`config.mk`:
```
export PLATFORM = sky130hd
export DESIGN_NAME = ctrl_unit_flat
export DESIGN_NICKNAME = d
export VERILOG_FILES = /design/src/rtl/ctrl_pkg.sv /design/src/rtl/ctrl_if.sv /design/src/rtl/ctrl_decode.sv /design/src/rtl/ctrl_unit.sv /design/src/flat_wrapper.sv
export SDC_FILE = /design/constraint.sdc
export NUM_CORES = 1
export LEC_CHECK = 0
export BUFFER_PORTS_ARGS = -buffer_cell sky130_fd_sc_hd__buf_2
export CORE_AREA = 2 2 73 75
export DETAILED_ROUTE_END_ITERATION = 10
export DIE_AREA = 0 0 75 77
export GPL_TIMING_DRIVEN = 0
export MAX_ROUTING_LAYER = met4
export PLACE_DENSITY = 0.65
export SETUP_SLACK_MARGIN = 0.05
export SLEW_MARGIN = 20
export SYNTH_ARGS = -nofsm -noshare
export SYNTH_HDL_FRONTEND = slang
export SYNTH_HIERARCHICAL = 1
export SYNTH_SLANG_ARGS = --single-unit
```
`constraint.sdc`:
```
create_clock -name clk -period 7.75 [get_ports clk]
set_clock_uncertainty 0.2 [all_clocks]
set_input_delay 0.775 -clock clk [delete_from_list [all_inputs] [get_ports clk]]
set_output_delay 0.775 -clock clk [all_outputs]
set_load 0.01 [all_outputs]
```
`src/rtl/ctrl_pkg.sv`:
```
// Shared definitions for the multi-cycle controller of the 16-bit RISC core:
// opcodes, sequencer states, decoded opcode classes and write-back mux codes.
package ctrl_pkg;

  localparam logic [3:0] OP_NOP  = 4'h0;
  localparam logic [3:0] OP_ADD  = 4'h1;
  localparam logic [3:0] OP_SUB  = 4'h2;
  localparam logic [3:0] OP_AND  = 4'h3;
  localparam logic [3:0] OP_OR   = 4'h4;
  localparam logic [3:0] OP_XOR  = 4'h5;
  localparam logic [3:0] OP_NOT  = 4'h6;
  localparam logic [3:0] OP_SHL  = 4'h7;
  localparam logic [3:0] OP_SHR  = 4'h8;
  localparam logic [3:0] OP_LI   = 4'h9;
  localparam logic [3:0] OP_LD   = 4'hA;
  localparam logic [3:0] OP_ST   = 4'hB;
  localparam logic [3:0] OP_JMP  = 4'hC;
  localparam logic [3:0] OP_HALT = 4'hF;

  typedef enum logic [2:0] {
    S_IDLE,
    S_FETCH,
    S_DECODE,
    S_READ,
    S_EXEC,
    S_MEM,
    S_WB,
    S_HALT
  } state_t;

  typedef enum logic [2:0] {
    CL_NOP,
    CL_ALU,
    CL_LI,
    CL_LD,
    CL_ST,
    CL_JMP,
    CL_HALT,
    CL_ILLEGAL
  } op_class_t;

  localparam logic [1:0] WB_ALU = 2'd0;
  localparam logic [1:0] WB_IMM = 2'd1;
  localparam logic [1:0] WB_MEM = 2'd2;

endpackage

```
`src/rtl/ctrl_if.sv`:
```
// Memory request/ready handshake between the controller (master) and the
// instruction/data memory (slave).
interface ctrl_if;

  logic [15:0] instr_in;
  logic        mem_ready;
  logic        mem_req;
  logic        mem_we;
  logic        addr_sel;

  modport master (
    output mem_req,
    output mem_we,
    output addr_sel,
    input  instr_in,
    input  mem_ready
  );

  modport slave (
    input  mem_req,
    input  mem_we,
    input  addr_sel,
    output instr_in,
    output mem_ready
  );

endinterface

```
`src/rtl/ctrl_decode.sv`:
```
// Combinational opcode decoder: classifies an opcode and derives the ALU
// function; reserved opcodes D and E are reported as illegal.
module ctrl_decode
  import ctrl_pkg::*;
(
  input  logic [3:0] opcode,
  output op_class_t  op_class,
  output logic [3:0] alu_op
);

  always_comb begin
    op_class = CL_NOP;
    alu_op   = 4'd0;
    case (opcode)
      OP_NOP: op_class = CL_NOP;
      OP_ADD, OP_SUB, OP_AND, OP_OR, OP_XOR, OP_NOT, OP_SHL, OP_SHR: begin
        op_class = CL_ALU;
        alu_op   = opcode;
      end
      OP_LI:   op_class = CL_LI;
      OP_LD:   op_class = CL_LD;
      OP_ST:   op_class = CL_ST;
      OP_JMP:  op_class = CL_JMP;
      OP_HALT: op_class = CL_HALT;
      default: op_class = CL_ILLEGAL;
    endcase
  end

endmodule

```
`src/rtl/ctrl_unit.sv`:
```
// Multi-cycle sequencer: fetches over the memory handshake, decodes, and
// steps the register file, ALU, load/store path and PC through each instruction.
module ctrl_unit
  import ctrl_pkg::*;
(
  input  logic        clk,
  input  logic        rst_n,
  ctrl_if.master      mem,
  output logic        pc_en,
  output logic        pc_load,
  output logic [7:0]  imm,
  output logic        rf_en,
  output logic        rf_we,
  output logic [2:0]  sel_a,
  output logic [2:0]  sel_b,
  output logic [2:0]  sel_d,
  output logic [3:0]  alu_op,
  output logic        alu_en,
  output logic [1:0]  wb_src,
  output logic        halted,
  output logic        illegal,
  output logic [15:0] instr_cnt
);

  state_t      state;
  state_t      state_next;
  logic [15:0] ir;
  logic        ir_load;
  logic        retire;
  op_class_t   op_class;

  ctrl_decode u_decode (
    .opcode   (ir[15:12]),
    .op_class (op_class),
    .alu_op   (alu_op)
  );

  assign sel_d = ir[11:9];
  assign sel_a = ir[8:6];
  assign sel_b = ir[5:3];
  assign imm   = ir[7:0];

  // Reset clears ir too, so every ir-derived output reads zero in IDLE.
  always_ff @(posedge clk) begin
    if (!rst_n) begin
      state     <= S_IDLE;
      ir        <= 16'd0;
      instr_cnt <= 16'd0;
    end else begin
      state <= state_next;
      if (ir_load) ir <= mem.instr_in;
      if (retire)  instr_cnt <= instr_cnt + 16'd1;
    end
  end

  always_comb begin
    state_next   = state;
    mem.mem_req  = 1'b0;
    mem.mem_we   = 1'b0;
    mem.addr_sel = 1'b0;
    pc_en        = 1'b0;
    pc_load      = 1'b0;
    rf_en        = 1'b0;
    rf_we        = 1'b0;
    alu_en       = 1'b0;
    wb_src       = WB_ALU;
    halted       = 1'b0;
    illegal      = 1'b0;
    ir_load      = 1'b0;
    retire       = 1'b0;
    case (state)
      S_IDLE: state_next = S_FETCH;
      S_FETCH: begin
        mem.mem_req  = 1'b1;
        mem.addr_sel = 1'b1;
        if (mem.mem_ready) begin
          ir_load    = 1'b1;
          pc_en      = 1'b1;
          state_next = S_DECODE;
        end
      end
      S_DECODE: begin
        illegal    = (op_class == CL_ILLEGAL);
        state_next = (op_class == CL_HALT) ? S_HALT : S_READ;
      end
      S_READ: begin
        rf_en      = 1'b1;
        state_next = S_EXEC;
      end
      // Instructions with no memory or write-back phase retire straight from EXEC.
      S_EXEC: begin
        alu_en  = (op_class == CL_ALU);
        pc_load = (op_class == CL_JMP);
        case (op_class)
          CL_LD, CL_ST:  state_next = S_MEM;
          CL_ALU, CL_LI: state_next = S_WB;
          default: begin
            state_next = S_FETCH;
            retire     = 1'b1;
          end
        endcase
      end
      S_MEM: begin
        mem.mem_req = 1'b1;
        mem.mem_we  = (op_class == CL_ST);
        if (mem.mem_ready) begin
          if (op_class == CL_LD) begin
            state_next = S_WB;
          end else begin
            state_next = S_FETCH;
            retire     = 1'b1;
          end
        end
      end
      S_WB: begin
        rf_en  = 1'b1;
        rf_we  = 1'b1;
        wb_src = (op_class == CL_LD) ? WB_MEM :
                 (op_class == CL_LI) ? WB_IMM : WB_ALU;
        retire     = 1'b1;
        state_next = S_FETCH;
      end
      S_HALT:  halted = 1'b1;
      default: state_next = S_IDLE;
    endcase
  end

endmodule

```
`src/flat_wrapper.sv`:
```
// flat-port wrapper written by rule: the top's interface ports become plain ports
module ctrl_unit_flat import ctrl_pkg::*;
  (clk, rst_n, pc_en, pc_load, imm, rf_en, rf_we, sel_a, sel_b, sel_d, alu_op, alu_en, wb_src, halted, illegal, instr_cnt, mem_mem_req, mem_mem_we, mem_addr_sel, mem_instr_in, mem_mem_ready);
  ctrl_if mem_i ();
  input  logic clk;
  input  logic rst_n;
  output logic pc_en;
  output logic pc_load;
  output logic [7:0] imm;
  output logic rf_en;
  output logic rf_we;
  output logic [2:0] sel_a;
  output logic [2:0] sel_b;
  output logic [2:0] sel_d;
  output logic [3:0] alu_op;
  output logic alu_en;
  output logic [1:0] wb_src;
  output logic halted;
  output logic illegal;
  output logic [15:0] instr_cnt;
  output wire logic [$bits(mem_i.mem_req)-1:0] mem_mem_req;
  output wire logic [$bits(mem_i.mem_we)-1:0] mem_mem_we;
  output wire logic [$bits(mem_i.addr_sel)-1:0] mem_addr_sel;
  input wire logic [$bits(mem_i.instr_in)-1:0] mem_instr_in;
  input wire logic [$bits(mem_i.mem_ready)-1:0] mem_mem_ready;
  assign mem_mem_req = mem_i.mem_req;
  assign mem_mem_we = mem_i.mem_we;
  assign mem_addr_sel = mem_i.addr_sel;
  assign mem_i.instr_in = mem_instr_in;
  assign mem_i.mem_ready = mem_mem_ready;
  ctrl_unit u_core (.clk(clk), .rst_n(rst_n), .mem(mem_i), .pc_en(pc_en), .pc_load(pc_load), .imm(imm), .rf_en(rf_en), .rf_we(rf_we), .sel_a(sel_a), .sel_b(sel_b), .sel_d(sel_d), .alu_op(alu_op), .alu_en(alu_en), .wb_src(wb_src), .halted(halted), .illegal(illegal), .instr_cnt(instr_cnt));
endmodule
```
==> results of run 1 <==
[kinds of logic after synthesis]
family / count (synthesis) / synth area share (%)
fa+ha+maj: 1 / 0.644
compound gates: 56 / 17.4
simple gates: 111 / 28.6
flops: 35 / 36.1
mux: 3 / 1.55
buf+inv: 42 / 12.6
xor+xnor: 7 / 3.16
[metal layers]
layer | track usage, % | part of all wire, % | up-vias
met5 | - | 0 | -
li1 | - | - | 1010
met3 | 3.15 | 4.6 | 4
met1 | 20.7 | 46 | 879
met2 | 26.1 | 48 | 42
met4 | 4.82 | 0.78 | 0
[area by class of cell]
class                           instances  area, µm²  share of cell area, %
Clock buffer                            8        100                   4.07
Timing Repair Buffer                   66        330                   13.4
Multi-Input combinational cell        178        997                   40.5
Buffer                                 33        210                   8.55
Tap cell                               70       87.6                   3.56
Sequential cell                        35        701                   28.5
Inverter                                9       33.8                   1.37
[flip-flops by register name, indices dropped and copies added (netlist names)]
register and count:
u_core/instr_cnt 16, u_core/ir 16, u_core/state 3
[where the power goes]
| part | switching, W | internal [W] | total [W] |
|---|---|---|---|
| registers | 0.00000708 | 0.000187 | 0.000194 |
| clock network | 0.0000621 | 0.0000811 | 0.000143 |
| logic | 0.0000397 | 0.0000326 | 0.0000723 |
| total | 0.000109 | 0.000300 | 0.000409 |
[synth_stat cells, types with 2 or more instances]
library cell / count
or3_1: 2
nor2b_1: 5
o21ai_0: 6
inv_1: 7
nor2_1: 15
a211oi_1: 3
a31oi_1: 3
xnor2_1: 7
a21boi_0: 4
buf_6: 2
mux2i_1: 3
nand3_1: 3
dfxtp_1: 35
nand2b_1: 7
buf_4: 18
and4_1: 3
nor4_1: 5
a21oi_1: 28
and2_1: 2
clkbuf_2: 2
or4_1: 3
and3_1: 2
nor3_1: 4
o31ai_1: 4
nand4_1: 5
clkbuf_1: 9
nand2_1: 51
[metrics by stage]
stage	hold slack, ns	cells	util [%]
final	0.258	399	49.4
after global routing	0.290	399	49.4
after CTS	0.260	399	49.4
after detailed placement	0.250	391	47.4
after global placement	0.244	391	47.4
after floorplan	0.237	255	-
[worst paths after layout]
kind / start / end / slack, ns
worst max register to register: u_core/ir[13] / u_core/instr_cnt[10] / 4.68
worst min-delay path: u_core/ir[11] / u_core/ir[11] / 0.26
worst max-delay path: u_core/ir[13] / u_core/instr_cnt[10] / 4.68
worst min register to register: u_core/ir[11] / u_core/ir[11] / 0.26
[critical path: stages (launching register included)]
cell and delay, ns:
dfxtp_1 0.38, nand2b_1 0.17, a31oi_1 0.28, buf_4 0.23, nor3_1 0.06, o31ai_1 0.80, a21boi_0 0.43, a31o_2 0.34
a21oi_1 0.12
==> qor.yml, run 1 <==
run_status:
  status: "complete, no violations"
placed_design:
  place_area_um2: 2360
  gp_congestion: 0.840
  hpwl_um: 3390
  portBuffers: 66
  pre_cts_slack_ns: 4.73
final_layout:
  design_area_um2: 2460
  fillers: 522
  final_common_cell: "buf_2"
  insertedDiodeCount: 0
  drive_gt1_share_pct: 31.0
  num-nets-final: 348
  layout_common_cells: "67 x buf_2, 51 x nand2_1, 35 x dfxtp_1"
  area_growth_pct: 26.7
routing:
  final_antenna_net_count: 0
  finalWirelength_um: 4510
  drtPass1Iterations: 5
  wl_per_cell_um: 11.3
  routed_via_density: 4.85
  remaining_drc_errors: 0
  drt_iter0_drc: 79
  vias: 1935
global_routing:
  antenna_found_initial: 0
  grt_overflow_total: 0
  grt_pass1_vias: 1736
  track_usage_pct: 16.3
  grt_pass1_wl_um: 7430
  grt_max_degree: 11
sta:
  fin_crit_sh_pct: 39.6
  relSlewSlack_pct: 36.2
  layout_setup_ws_ns: 4.68
  min_period_ns: 3.07
  setup_viol: 0
  final_hold_viol_count: 0
  worst-slew-pin-transition_ns: 0.949
  fmax_mhz: 325
  setup_tns_ns: 0
  maxSlewViolCount: 0
  rsz0062_at_grt: "no"
critical_path:
  worstSetupEndpointType: "flip-flop"
  worstSetupPathType: "flip-flop to flip-flop"
  crit_fanout: 10
  cp.arrival_ns: 3.08
  crit_required_ns: 7.76
  start_kind: "flip-flop"
  ff2ff_path_depth: 8
synthesis:
  yosysWarnings: 6
  ys_types: 44
  synth_top_cell_area_share_pct: 36.1
  syn_nets: 275
  ys_ff_latch: 35
  syn_avg_cell_area_um2: 7.62
  synthTopCellsByArea: "dfxtp_1 36%, nand2_1 9.9%, a21oi_1 7.2%, buf_4 7.0%, xnor2_1 3.2%"
  synth_edf_count: 0
  synth_area_um2: 1940
  synth_seq_area_share_pct: 36.1
  yosys.area.top_type: "dfxtp_1"
  async_flop_share_pct: 0
  postSynthCellCount: 255
  synthFlopType: "dfxtp_1"
power:
  powerDensity_nw_per_um2: 166
  p_leak_nw: 1.10
  report.power.total_w: 0.000409
  irDropWorstVdd_v: 0.000151
clock_network:
  cts_root_buf: "clkbuf_8"
  clkTransAtPathRegs_ns: 0.07
  cts_hold_buf: 0
  ctsResizeCount: 0
  clock_latency_ns: 0.28
  cts_tree: "done"
  h-tree-depth: 2
  clockBufferDepth: 2
  cts_setup_buffers: 0
  clock-sinks: 35
  cts_made_buffers: 5
floorplan:
  rows: 26
  io_pins: 68
  die_y_um: 77
  die-area_um2: 5780
  die_x_um: 75
  start_util_pct: 39.0
  placeableCoreArea_um2: 4980
worst_hold_path:
  hp-class: "flip-flop to flip-flop"
  hold_path_depth: 2
run:
  cap_violations: 0
No activity file was read; power rests on OpenSTA's default activity.
==> run 2: changes to the inputs <==
--- a/config.mk
+++ b/config.mk
@@ -5,13 +5,14 @@
 export SDC_FILE = /design/constraint.sdc
 export NUM_CORES = 1
 export LEC_CHECK = 0
+export ABC_AREA = 1
 export BUFFER_PORTS_ARGS = -buffer_cell sky130_fd_sc_hd__buf_2
-export CORE_AREA = 2 2 73 75
+export CORE_AREA = 2 2 76 78
 export DETAILED_ROUTE_END_ITERATION = 10
-export DIE_AREA = 0 0 75 77
+export DIE_AREA = 0 0 78 80
 export GPL_TIMING_DRIVEN = 0
 export MAX_ROUTING_LAYER = met4
-export PLACE_DENSITY = 0.65
+export PLACE_DENSITY = 0.64
 export SETUP_SLACK_MARGIN = 0.05
 export SLEW_MARGIN = 20
 export SYNTH_ARGS = -nofsm -noshare
==> constraint.sdc (replaced) <==
create_clock -name clk -period 3.11 [get_ports clk]
set_clock_uncertainty 0.2 [all_clocks]
set_input_delay 0.311 -clock clk [delete_from_list [all_inputs] [get_ports clk]]
set_output_delay 0.311 -clock clk [all_outputs]
set_load 0.01 [all_outputs]
==> run 2 against run 1 <==
Net effect: global-route usage rose by 0.62 points; worst setup slack got worse by 3.8 ns; wire length rose by 13%; clock power rose by 110%; first-iteration DRC count rose by 35%.
==> qor.yml, run 2 <==
routing:
  vias: 2164
  remaining_drc_errors: 0
  routed_via_density: 4.67
  drt_iter0_drc: 107
  final_antenna_net_count: 0
  finalWirelength_um: 5070
  drtPass1Iterations: 5
  wl_per_cell_um: 11.0
global_routing:
  grt_overflow_total: 0
  antenna_found_initial: 0
  track_usage_pct: 17.0
  grt_pass1_wl_um: 8310
  grt_pass1_vias: 1813
  grt_max_degree: 11
critical_path:
  crit_required_ns: 3.13
  critPathTopFamily: "simple AND/OR/NAND/NOR gates"
  crit_path_cell_trace: "inv_2 -> nand2_2 -> nand3_1 -> nand2_2 -> nand2_1 -> inv_1 -> nand3_1 -> nand2_1 -> nor2_2 -> nand2_2 -> buf_2 -> nand3_1 -> a21oi_2"
  worstSetupEndpointType: "flip-flop"
  cp.arrival_ns: 2.22
  crit_fanout: 10
  crit_slowest_cell: "dfxtp_1"
  worstSetupPathType: "flip-flop to flip-flop"
  cpPeakStageDelay_ns: 0.43
  start_kind: "flip-flop"
  cp_num_cells: 13
  ff2ff_path_depth: 13
  timing.critical_path.buf_inv: 3
floorplan:
  io_pins: 68
  die-area_um2: 6240
  start_util_pct: 38.8
  placeableCoreArea_um2: 5410
  die_x_um: 78
  die_y_um: 80
  rows: 27
placed_design:
  place_area_um2: 2520
  gp_congestion: 0.787
  hpwl_um: 3880
  portBuffers: 67
  dpl.cell_count: 457
sta:
  maxSlewViolCount: 0
  min_period_ns: 2.20
  fin_crit_sh_pct: 70.9
  rsz0062_at_grt: "no"
  final_hold_viol_count: 0
  worst-slew-pin-transition_ns: 0.573
  whs_ns: 0.0697
  relSlewSlack_pct: 61.8
  fmax_mhz: 454
  setup_tns_ns: 0
  setup_viol: 0
final_layout:
  utilization_pct: 48.0
  multi_input_area_um2: 1110
  layout_common_cells: "70 x buf_2, 65 x nor2_1, 60 x nand2_1"
  largestRegisters: "u_core/instr_cnt x16, u_core/ir x16, u_core/state x3"
  fillers: 598
  final_common_cell: "buf_2"
  area_growth_pct: 23.7
  drive_gt1_share_pct: 29.9
  fin_cells: 463
  num-nets-final: 412
  design_area_um2: 2590
  seqCellArea_um2: 701
  insertedDiodeCount: 0
run:
  cap_violations: 0
clock_network:
  cts_setup_buffers: 0
  cts_hold_buf: 0
  h-tree-depth: 2
  clkTransAtPathRegs_ns: 0.07
  cts_root_buf: "clkbuf_8"
  ctsResizeCount: 0
  clock_latency_ns: 0.28
  cts_made_buffers: 5
  cts_tree: "done"
  clockBufferDepth: 2
  clock-sinks: 35
power:
  p_int_w: 0.000764
  power_frac_clock_pct: 26.5
  p_leak_nw: 1.21
  share_comb_of_total_power_pct: 27.6
  powerDensity_nw_per_um2: 433
  irDropWorstVdd_v: 0.000209
  netSwitchingFraction_pct: 32.0
  switchingPower_w: 0.000359
  seqPwrFrac_pct: 45.8
synthesis:
  synthTopCellsByArea: "dfxtp_1 33%, nor2_1 12%, nand2_1 11%, nand3_1 7.6%, buf_4 6.1%"
  syn_avg_cell_area_um2: 6.59
  synth_area_um2: 2100
  synth_top_cell_area_share_pct: 33.4
  synthFlopType: "dfxtp_1"
  synth_seq_area_share_pct: 33.4
  syn_nets: 338
  synth_common_cells: "65 x nor2_1, 60 x nand2_1, 35 x dfxtp_1"
  synth_top_family_by_area: "simple AND/OR/NAND/NOR gates"
  synth_edf_count: 0
  synth_mux_area_share_pct: 0
  synth-simple-area-share_pct: 38.7
  yosysWarnings: 6
  synthXorXnorAreaFrac_pct: 2.92
  ys_types: 29
  async_flop_share_pct: 0
  post_synth_fa_ha_maj_area_fraction_pct: 0.597
  ys_ff_latch: 35
  synth.most_common_cell: "nor2_1"
  postSynthCellCount: 318
  yosys.area.top_type: "dfxtp_1"
  synth_compound_area_share_pct: 10.6
worst_hold_path:
  hold_path_depth: 3
  hp-class: "input port to flip-flop"
run_status:
  status: "complete, no violations"
==> run 2: stage by stage <==
stage               total power, W  worst slack, ns
floorplan                 0.000745             1.17
global placement          0.000834            0.922
detailed placement        0.000838            0.891
CTS                        0.00114            0.888
global route               0.00120            0.652
finish                     0.00112            0.905
==> run 2: worst register-to-register path: cells and delay by family, from the launching register on <==
kind            cells  cell delay, ns
simple gates        9            0.92
buf+inv             3            0.45
flops               1            0.43
compound gates      1            0.14
==> run 2: path summary, 6_finish.rpt <==
| kind | from | end | slack, ns |
|---|---|---|---|
| worst max register to register | u_core/ir[15] | u_core/instr_cnt[8] | 0.91 |
| worst max-delay path | u_core/ir[15] | u_core/instr_cnt[8] | 0.91 |
| worst min register to register | u_core/ir[11] | u_core/ir[11] | 0.28 |
| worst min-delay path | mem_instr_in[9] | u_core/ir[9] | 0.07 |
==> run 2: per-layer routing <==
layer,global-route usage (%),vias up,share of wire (%)
met5,-,-,0
met4,4.21,0,0.57
met3,4.07,2,6.0
met2,27.8,61,45
met1,21.1,951,48
li1,-,1150,-
==> run 2: power groups by stage <==
stage / combinational (W) / sequential [W] / clock [W]
after detailed placement: 0.000313 / 0.000525 / 0
final: 0.000311 / 0.000515 / 0.000298
after floorplan: 0.000224 / 0.000521 / 0
after CTS: 0.000314 / 0.000515 / 0.000309
after global routing: 0.000348 / 0.000521 / 0.000331
after global placement: 0.000309 / 0.000525 / 0
==> run 2: cell type report <==
class / instances / share of cell area [%]
tap: 72 / 3.47
timing repair buffer: 67 / 12.9
sequential: 35 / 27.0
buffer: 25 / 6.94
clock buffer: 6 / 2.80
inverter: 29 / 4.19
multi-input combinational: 229 / 42.7
==> run 2: cells by family after synthesis <==
group	count (synthesis)
compound gates	41
xor+xnor	7
fa+ha+maj	1
buf+inv	54
flops	35
simple gates	180
==> run 3: changes to the inputs <==
--- a/config.mk
+++ b/config.mk
@@ -5,14 +5,14 @@
 export SDC_FILE = /design/constraint.sdc
 export NUM_CORES = 1
 export LEC_CHECK = 0
-export ABC_AREA = 1
+export ABC_AREA = 0
 export BUFFER_PORTS_ARGS = -buffer_cell sky130_fd_sc_hd__buf_2
-export CORE_AREA = 2 2 76 78
+export CORE_AREA = 2 2 73 75
 export DETAILED_ROUTE_END_ITERATION = 10
-export DIE_AREA = 0 0 78 80
+export DIE_AREA = 0 0 75 77
 export GPL_TIMING_DRIVEN = 0
 export MAX_ROUTING_LAYER = met4
-export PLACE_DENSITY = 0.64
+export PLACE_DENSITY = 0.65
 export SETUP_SLACK_MARGIN = 0.05
 export SLEW_MARGIN = 20
 export SYNTH_ARGS = -nofsm -noshare
==> constraint.sdc (replaced) <==
create_clock -name clk -period 2.3 [get_ports clk]
set_clock_uncertainty 0.2 [all_clocks]
set_input_delay 0.23 -clock clk [delete_from_list [all_inputs] [get_ports clk]]
set_output_delay 0.23 -clock clk [all_outputs]
set_load 0.01 [all_outputs]
==> run 3 against run 2 <==
Net effect: the flow now finishes with violations (negative setup slack); combinational power is 3% higher; critical path depth decreased by 5; via count decreased by 2.8%; sequential power rose by 27%; sequential share of layout area down 1.8 points; global-route usage is 2.0 points higher; highest routed layer unchanged.
==> qor.yml, run 3 (synthesis results as in run 1) <==
clock_network:
  cts_made_buffers: 5
  clock_latency_ns: 0.28
  cts_tree: "done"
  clkTransAtPathRegs_ns: 0.07
  cts_root_buf: "clkbuf_8"
  h-tree-depth: 2
  clock-sinks: 35
  clockBufferDepth: 2
routing:
  drtPass1Iterations: 4
  finalWirelength_um: 5420
  vias: 2103
  final_antenna_net_count: 0
  wl_per_cell_um: 12.8
  drt_iter0_drc: 131
  remaining_drc_errors: 0
  routed_via_density: 4.96
final_layout:
  drive_gt1_share_pct: 38.4
  layout_common_cells: "66 x buf_2, 50 x nand2_1, 31 x dfxtp_1"
  design_area_um2: 2840
  insertedDiodeCount: 0
  final_common_cell: "buf_2"
  area_growth_pct: 46.3
  largestRegisters: "u_core/instr_cnt x16, u_core/ir x16, u_core/state x3"
  num-nets-final: 373
critical_path:
  crit_required_ns: 2.32
  start_kind: "flip-flop"
  worstSetupPathType: "flip-flop to flip-flop"
  crit_path_start: "u_core/ir[12]"
  worstSetupEndpointType: "flip-flop"
  cp.arrival_ns: 2.43
  crit_path_cell_trace: "nor4_4 -> a31oi_4 -> nand3b_4 -> or3b_4 -> and2_4 -> buf_6 -> or4_4 -> a21oi_2"
  rr_startpoint: "u_core/ir[12]"
  crit_slowest_cell: "or4_4"
  cpPeakStageDelay_ns: 0.47
  crit_fanout: 5
global_routing:
  grt_overflow_total: 0
  grt_pass1_vias: 1843
  grt_max_degree: 18
  antenna_found_initial: 0
  track_usage_pct: 19.0
  grt_pass1_wl_um: 8340
sta:
  min_period_ns: 2.42
  layout_setup_ws_ns: -0.118
  whs_ns: 0.153
  fin_crit_sh_pct: 105
  rsz0062_at_grt: "yes"
  setup_tns_ns: -0.492
  relSlewSlack_pct: 65.2
  fmax_mhz: 414
  maxSlewViolCount: 0
  setup_viol: 8
  final_hold_viol_count: 0
  worst-slew-pin-transition_ns: 0.523
run_status:
  failed_checks: "negative setup slack"
  status: "finished with violations"
floorplan:
  rows: 26
  die-area_um2: 5780
  start_util_pct: 39.0
  die_y_um: 77
  placeableCoreArea_um2: 4980
  die_x_um: 75
  io_pins: 68
power:
  powerDensity_nw_per_um2: 497
  irDropWorstVdd_v: 0.000313
  p_leak_nw: 1.26
  report.power.total_w: 0.00141
worst_hold_path:
  hold_start: "mem_mem_ready"
  hp-class: "input port to flip-flop"
placed_design:
  gp_congestion: 0.797
  pre_cts_slack_ns: -0.480
  hpwl_um: 3450
  place_area_um2: 2380
  portBuffers: 66
run:
  cap_violations: 0
==> run 3: routing by layer <==
layer  GRT usage (%)  vias to the layer above  part of all wire (%)
met5               -                        -                     0
met4            5.89                        0                   1.4
met3            4.34                       10                   4.6
met2            29.8                       62                    50
met1            23.8                      972                    44
li1                -                     1059                     -
==> run 3: worst paths after layout <==
path                                to  slack (ns)  depth (start not counted)
hold / removal         u_core/state[0]        0.15                          4
hold reg to reg          u_core/ir[11]        0.26                          2
setup / recovery  u_core/instr_cnt[14]       -0.12                          8
setup reg to reg  u_core/instr_cnt[14]       -0.12                          8
==> run 3: stage by stage <==
| stage | std cells | utilization (%) |
|---|---|---|
| final | 424 | 57.1 |
| after global placement | 391 | 47.8 |
| after floorplan | 255 | - |
| after global routing | 424 | 57.1 |
| after CTS | 420 | 55.1 |
| after detailed placement | 391 | 47.8 |
==> run 3: what timing repair did <==
action / 4_1_cts / 5_1_grt
gates resized for setup: 17 / 18
endpoints found under the setup margin: 17 / 19
pin swaps: 5 / 11
setup buffers: 7 / 4
hold buffers: 16 / 0
hold endpoints to repair: 16 / 0
==> run 3: worst max-delay path, delay by kind of cell (launching register included) <==
kind	cells	cell delay [ns]
compound gates	2	0.20
simple gates	5	1.46
flops	1	0.37
buf+inv	1	0.11
==> run 3: layout make-up <==
type                       count  area (µm²)
sequential                    35         716
tap                           70        87.6
clock inverter                 2        12.5
clock buffer                   6        72.6
inverter                       9        36.3
multi-input combinational    178        1130
timing repair buffer          93         577
fill                         484        2140
buffer                        31         208
==> run 3: power by group <==
| part | total (W) | internal [W] | switching (W) |
|---|---|---|---|
| logic | 0.000319 | 0.000158 | 0.000162 |
| clock network | 0.000437 | 0.000212 | 0.000226 |
| registers | 0.000655 | 0.000627 | 0.0000280 |
| total | 0.00141 | 0.000996 | 0.000415 |
